$ cat src/rtl/echo_pipe_serializer.sv
// rtl/echo_pipe_serializer.sv - portal message to header + payload word serializer.
// Optional ECHO_SER_PREFETCH_EN adds a one-entry message buffer for back-to-back headers.
module echo_pipe_serializer #(
  parameter int dataWidth = 128
) (
  input  logic                  CLK,
  input  logic                  RST,
  input  logic                  pipe_enq_ena,
  input  logic [dataWidth+15:0] pipe_enq_v,
  output logic                  pipe_enq_rdy,
  output logic                  out_enq_ena,
  output logic [31:0]           out_enq_v,
  input  logic                  out_enq_rdy,
  output logic                  busy
);
  localparam int WORDS = dataWidth / 32;
  localparam int LW    = $clog2(WORDS + 1);

  typedef enum logic [1:0] {IDLE, HDR, DATA} state_t;

  state_t               state_q, state_d;
  logic [dataWidth-1:0] data_q, data_d;
  logic [LW-1:0]        len_q, len_d;
  logic [LW-1:0]        cnt_q, cnt_d;
  logic [dataWidth-1:0] in_data;
  logic [LW-1:0]        in_len;
  logic                 xfer;
  logic                 eom;

`ifdef ECHO_SER_PREFETCH_EN
  logic [dataWidth-1:0] buf_data_q, buf_data_d;
  logic [LW-1:0]        buf_len_q, buf_len_d;
  logic                 buf_v_q, buf_v_d;
`endif

  // Oversized lengths are clamped here so the header always reports what is actually sent.
  assign in_data = pipe_enq_v[dataWidth+15:16];
  assign in_len  = (pipe_enq_v[15:0] > 16'(WORDS)) ? LW'(WORDS) : pipe_enq_v[LW-1:0];

  assign xfer = out_enq_ena;
  assign eom  = xfer && (((state_q == HDR) && (len_q == '0)) ||
                         ((state_q == DATA) && (cnt_q + LW'(1) == len_q)));

  always_ff @(posedge CLK or posedge RST) begin
    if (RST) begin
      state_q <= IDLE;
    end else begin
      state_q <= state_d;
    end
  end

  always_comb begin
    state_d = state_q;
    case (state_q)
      IDLE:    if (pipe_enq_ena) state_d = HDR;
      HDR:     if (xfer) state_d = (len_q == '0) ? IDLE : DATA;
      DATA:    if (eom) state_d = IDLE;
      default: state_d = IDLE;
    endcase
`ifdef ECHO_SER_PREFETCH_EN
    if (eom && (buf_v_q || pipe_enq_ena)) state_d = HDR;
`endif
  end

  always_comb begin
    out_enq_ena = (state_q != IDLE) && out_enq_rdy;
    out_enq_v   = '0;
    case (state_q)
      HDR: out_enq_v = {data_q[dataWidth-1 -: 16], 16'(len_q)};
      DATA: begin
        for (int w = 0; w < WORDS; w++) begin
          if (cnt_q == LW'(w)) out_enq_v = data_q[dataWidth-1-32*w -: 32];
        end
      end
      default: out_enq_v = '0;
    endcase
`ifdef ECHO_SER_PREFETCH_EN
    pipe_enq_rdy = !RST && !buf_v_q;
    busy         = (state_q != IDLE) || buf_v_q;
`else
    pipe_enq_rdy = !RST && (state_q == IDLE);
    busy         = (state_q != IDLE);
`endif
  end

  always_comb begin
    data_d = data_q;
    len_d  = len_q;
    cnt_d  = cnt_q;
    if (state_q == HDR && xfer) cnt_d = '0;
    if (state_q == DATA && xfer) cnt_d = cnt_q + LW'(1);
`ifdef ECHO_SER_PREFETCH_EN
    buf_data_d = buf_data_q;
    buf_len_d  = buf_len_q;
    buf_v_d    = buf_v_q;
    // A message arriving exactly as msg frees bypasses the buffer.
    if (eom && buf_v_q) begin
      data_d  = buf_data_q;
      len_d   = buf_len_q;
      buf_v_d = 1'b0;
    end else if (pipe_enq_ena && (state_q == IDLE || eom)) begin
      data_d = in_data;
      len_d  = in_len;
    end else if (pipe_enq_ena) begin
      buf_data_d = in_data;
      buf_len_d  = in_len;
      buf_v_d    = 1'b1;
    end
`else
    if (pipe_enq_ena) begin
      data_d = in_data;
      len_d  = in_len;
    end
`endif
  end

  always_ff @(posedge CLK or posedge RST) begin
    if (RST) begin
      data_q <= '0;
      len_q  <= '0;
      cnt_q  <= '0;
    end else begin
      data_q <= data_d;
      len_q  <= len_d;
      cnt_q  <= cnt_d;
    end
  end

`ifdef ECHO_SER_PREFETCH_EN
  always_ff @(posedge CLK or posedge RST) begin
    if (RST) begin
      buf_data_q <= '0;
      buf_len_q  <= '0;
      buf_v_q    <= 1'b0;
    end else begin
      buf_data_q <= buf_data_d;
      buf_len_q  <= buf_len_d;
      buf_v_q    <= buf_v_d;
    end
  end
`endif

endmodule

$ cat config.mk
export PLATFORM = sky130hd
export DESIGN_NAME = echo_pipe_serializer
export DESIGN_NICKNAME = d
export VERILOG_FILES = /design/src/rtl/echo_pipe_serializer.sv
export SDC_FILE = /design/constraint.sdc
export NUM_CORES = 1
export LEC_CHECK = 0
export CAP_MARGIN = 30
export CORE_MARGIN = 2
export CORE_UTILIZATION = 33
export DETAILED_ROUTE_END_ITERATION = 8
export PLACE_DENSITY_LB_ADDON = 0.1
export SLEW_MARGIN = 20
export SYNTH_ARGS = -nofsm -noshare
export SYNTH_HDL_FRONTEND = slang
export SYNTH_SLANG_ARGS = --single-unit
$ cat constraint.sdc
create_clock -name CLK -period 5.3 [get_ports CLK]
set_input_delay 1.59 -clock CLK [delete_from_list [all_inputs] [get_ports CLK]]
set_output_delay 1.59 -clock CLK [all_outputs]
set_load 0.02 [all_outputs]
==> metrics.log <==
[metrics] terminus of the critical flop-to-flop path: state_q[1]$_DFFE_PP0P_
[metrics] Post-CTS Hold Buffers: 0
[metrics] Final ANT Viol Nets: 0
[metrics] wire length of the first global-routing pass: 30100 um
[metrics] hold path endpoint: data_q[78]$_DFFE_PP0P_
[metrics] Critical Path End Type: primary output
[metrics] routed length per instance: 18.0 um
[metrics] run status: completed
[metrics] worst setup path startpoint: cnt_q[0]$_DFFE_PP0P_
[metrics] IO buf count: 182
[metrics] layout cells sized above 1: 22.5%
[metrics] classification of the worst-slack hold path: reg -> reg
[metrics] Reg2Reg Launch Point: state_q[0]$_DFFE_PP0P_
[metrics] top cell type's share of synthesized area: 49.9%
[metrics] setup repair bufs after CTS: 0
[metrics] net count of the finished layout: 934
[metrics] number of fill cells: 1875
[metrics] RSZ-0062 raised after global routing: false
[metrics] Die Height: 148 um
[metrics] final routed wirelength across all metal layers: 19100 um
[metrics] number of hold violations in the final report: 0
[metrics] flop-to-flop setup slack: 3500 ps
[metrics] Peak supply drop: 0.190 mV
[metrics] reported leakage power: 3.75 nW
[metrics] utilization of the core after routing: 46.9%
[metrics] top cells by instance count after synthesis: sky130_fd_sc_hd__dfrtp_1 (136), sky130_fd_sc_hd__mux2_2 (128), sky130_fd_sc_hd__nand2_1 (93)
[metrics] overall power after layout: 3.68 mW
[metrics] category of the most critical setup path: reg -> out
[metrics] average vias per placed instance: 4.95
[metrics] actual transition at the worst max-transition pin: 894 ps
[metrics] number of H-tree levels: 4
[metrics] Initial DRT Pass Iterations: 4
[metrics] clock buffer count from CTS: 17
[metrics] initial antenna violation count: 3
[metrics] Reg clk slew, reported paths: 60 ps
[metrics] critical path required time: 3710 ps
[metrics] number of library cell types mapped by synthesis: 38
[metrics] weighted congestion at the end of routability-driven global placement: 0.831
[metrics] sequential cell area fraction in the yosys report: 49.9%
[metrics] start point of the worst hold path: data_q[78]$_DFFE_PP0P_
[metrics] number of enable flip-flop cells after synthesis: 0
[metrics] clock latency at the later pin of the worst-skew pair: 420 ps
[metrics] mean post-synth cell area: 11.2 um^2
[metrics] clock root cell: sky130_fd_sc_hd__clkbuf_16
[metrics] smallest hold slack: 507 ps
[metrics] cell depth of the worst min-delay path: 1
[metrics] power per standard cell area: 388 mW/mm^2
[metrics] number of global-route vias before repair: 5507
[metrics] most frequent cell after synthesis: sky130_fd_sc_hd__dfrtp_1
[metrics] pin count of the biggest net entering global routing: 70
[metrics] FP Rows: 52
[metrics] Total GRT Usage: 17.9%
[metrics] detailed router's first-iteration violation count: 221
[metrics] Critical Path Fanout Max: 31
[metrics] period utilization: 88.5%
[metrics] TritonCTS clock tree: done
[metrics] category of the worst setup path launch point: register
[metrics] Core Area: 0.0202 mm^2
[metrics] top post-synthesis cells by area: sky130_fd_sc_hd__dfrtp_1 (50%), sky130_fd_sc_hd__mux2_2 (21%), sky130_fd_sc_hd__nand2_1 (5.1%)
[metrics] max cap viols: 0
[metrics] Most used DFF post-synth: sky130_fd_sc_hd__dfrtp_1
[metrics] final worst clock skew: 1.40 ps
[metrics] FMAX: 213 MHz
[metrics] post-cts gate resize count: 0
[metrics] area of the multi-input gates: 0.00314 mm^2
[metrics] number of setup violations in the final report: 0
[metrics] finished layout cell area: 0.00950 mm^2
[metrics] Reg area: 0.00340 mm^2
[metrics] maximum number of buffers from clock root to sink: 2
[metrics] Async SR Flop Fraction: 100%
[metrics] post-route DRC violation count: 0
[metrics] crit path DAT: 3100 ps
[metrics] residual overflow from global routing: 0
[metrics] Synth Net Count: 765
[metrics] netlist area before placement: 0.00682 mm^2
[metrics] largest area contributor in the netlist: sky130_fd_sc_hd__dfrtp_1
[metrics] slew margin rel.: 40.4%
[metrics] area added between synthesis and finish: 39.3%
[metrics] sink count of the clock tree: 136
[metrics] Tmin final: 4690 ps
[metrics] number of register bits inferred by synthesis: 136
[metrics] total vias in the final route: 5258
[metrics] setup TNS: 0 ps
[metrics] top-level port count: 183
[metrics] Synth Instances: 609
[metrics] die extent in x: 148 um
[metrics] Worst Reg2Reg Path Length in Cells: 7
[metrics] Starting Density: 33.7%
[metrics] Slew Viols, Final: 0
[metrics] area of placed instances: 0.00888 mm^2
[metrics] Die Footprint: 0.0218 mm^2
[metrics] warning count from the yosys run: 0
[metrics] post-detail-place hpwl: 13300 um
-- flip-flops by register name, summed over array words and instances, names as in the netlist --
register,flops
cnt_q,3
len_q,3
state_q,2
data_q,128
-- how the worst max path moves through the flow --
stage	end	cells past startpoint
floorplan	cnt_q[0]$_DFFE_PP0P_	1
global placement	out_enq_ena	3
detailed placement	out_enq_ena	3
CTS	out_enq_v[2]	8
global route	out_enq_v[19]	8
finish	out_enq_v[30]	8
-- through the flow --
| stage | std cells | setup slack [ps] |
|---|---|---|
| 5_1_grt | 1062 | 364 |
| 2_1_floorplan | 609 | 70.5 |
| 4_1_cts | 1061 | 520 |
| 3_3_place_gp | 1028 | 616 |
| 6_report | 1063 | 608 |
| 3_5_place_dp | 1029 | 622 |
-- report_power, final --
part / internal, mW / leakage (nW) / switching (mW) / total (mW)
combinational: 0.563 / 1.86 / 0.685 / 1.25
clock: 0.743 / 0.290 / 0.471 / 1.21
sequential: 1.15 / 1.60 / 0.0719 / 1.22
total: 2.46 / 3.75 / 1.23 / 3.68
-- cells in the final DEF, fill, tap and decap left out, types with 12 or more instances in the layout --
cell type | synthesis | final
sky130_fd_sc_hd__clkdlybuf4s50_1 | 0 | 181
sky130_fd_sc_hd__a32oi_1 | 19 | 19
sky130_fd_sc_hd__buf_4 | 1 | 12
sky130_fd_sc_hd__clkbuf_16 | 0 | 17
sky130_fd_sc_hd__nand2_1 | 93 | 93
sky130_fd_sc_hd__dfrtp_1 | 136 | 136
sky130_fd_sc_hd__o21ai_0 | 54 | 54
sky130_fd_sc_hd__a22oi_1 | 12 | 12
sky130_fd_sc_hd__nand2b_1 | 40 | 40
sky130_fd_sc_hd__mux2_2 | 128 | 128
sky130_fd_sc_hd__a22o_1 | 13 | 13
-- final cells by class --
class	count	area share (%)
clock buffers	18	4.52
multi-input cells	416	33.1
repair buffers	195	20.5
clock inverters	14	1.86
diodes	2	0.0527
inverters	12	0.527
flip-flops and latches	136	35.8
well taps	270	3.56
-- worst max-delay path: stages, from the launching register on --
cell	delay, ps
sky130_fd_sc_hd__dfrtp_1	440
sky130_fd_sc_hd__ha_1	180
sky130_fd_sc_hd__ha_2	530
sky130_fd_sc_hd__buf_4	380
sky130_fd_sc_hd__nand2_1	100
sky130_fd_sc_hd__o21ai_1	100
sky130_fd_sc_hd__a32oi_1	80
sky130_fd_sc_hd__a21boi_1	190
sky130_fd_sc_hd__clkdlybuf4s50_1	670
-- routing by layer --
metal  share of wire (%)  track usage [%]
met5                   0                0
met4                 1.6             5.63
met3                 8.1             6.88
met2                  47             28.5
met1                  43             22.5
-- kinds of logic (layout without fill, tap and decap cells) --
logic type | Yosys count | count (layout) | synth area share [%]
AOI/OAI and AO/OA | 126 | 126 | 12.4
xor gates and xnor gates | 3 | 3 | 0.385
adders and majority gates | 8 | 8 | 1.47
buffers and inverters | 57 | 239 | 4.04
DFF | 136 | 136 | 49.9
muxes | 128 | 128 | 21.1
other | 0 | 2 | 0
and+or+nand+nor | 151 | 151 | 10.6
No activity file was read; power rests on OpenSTA's default activity.
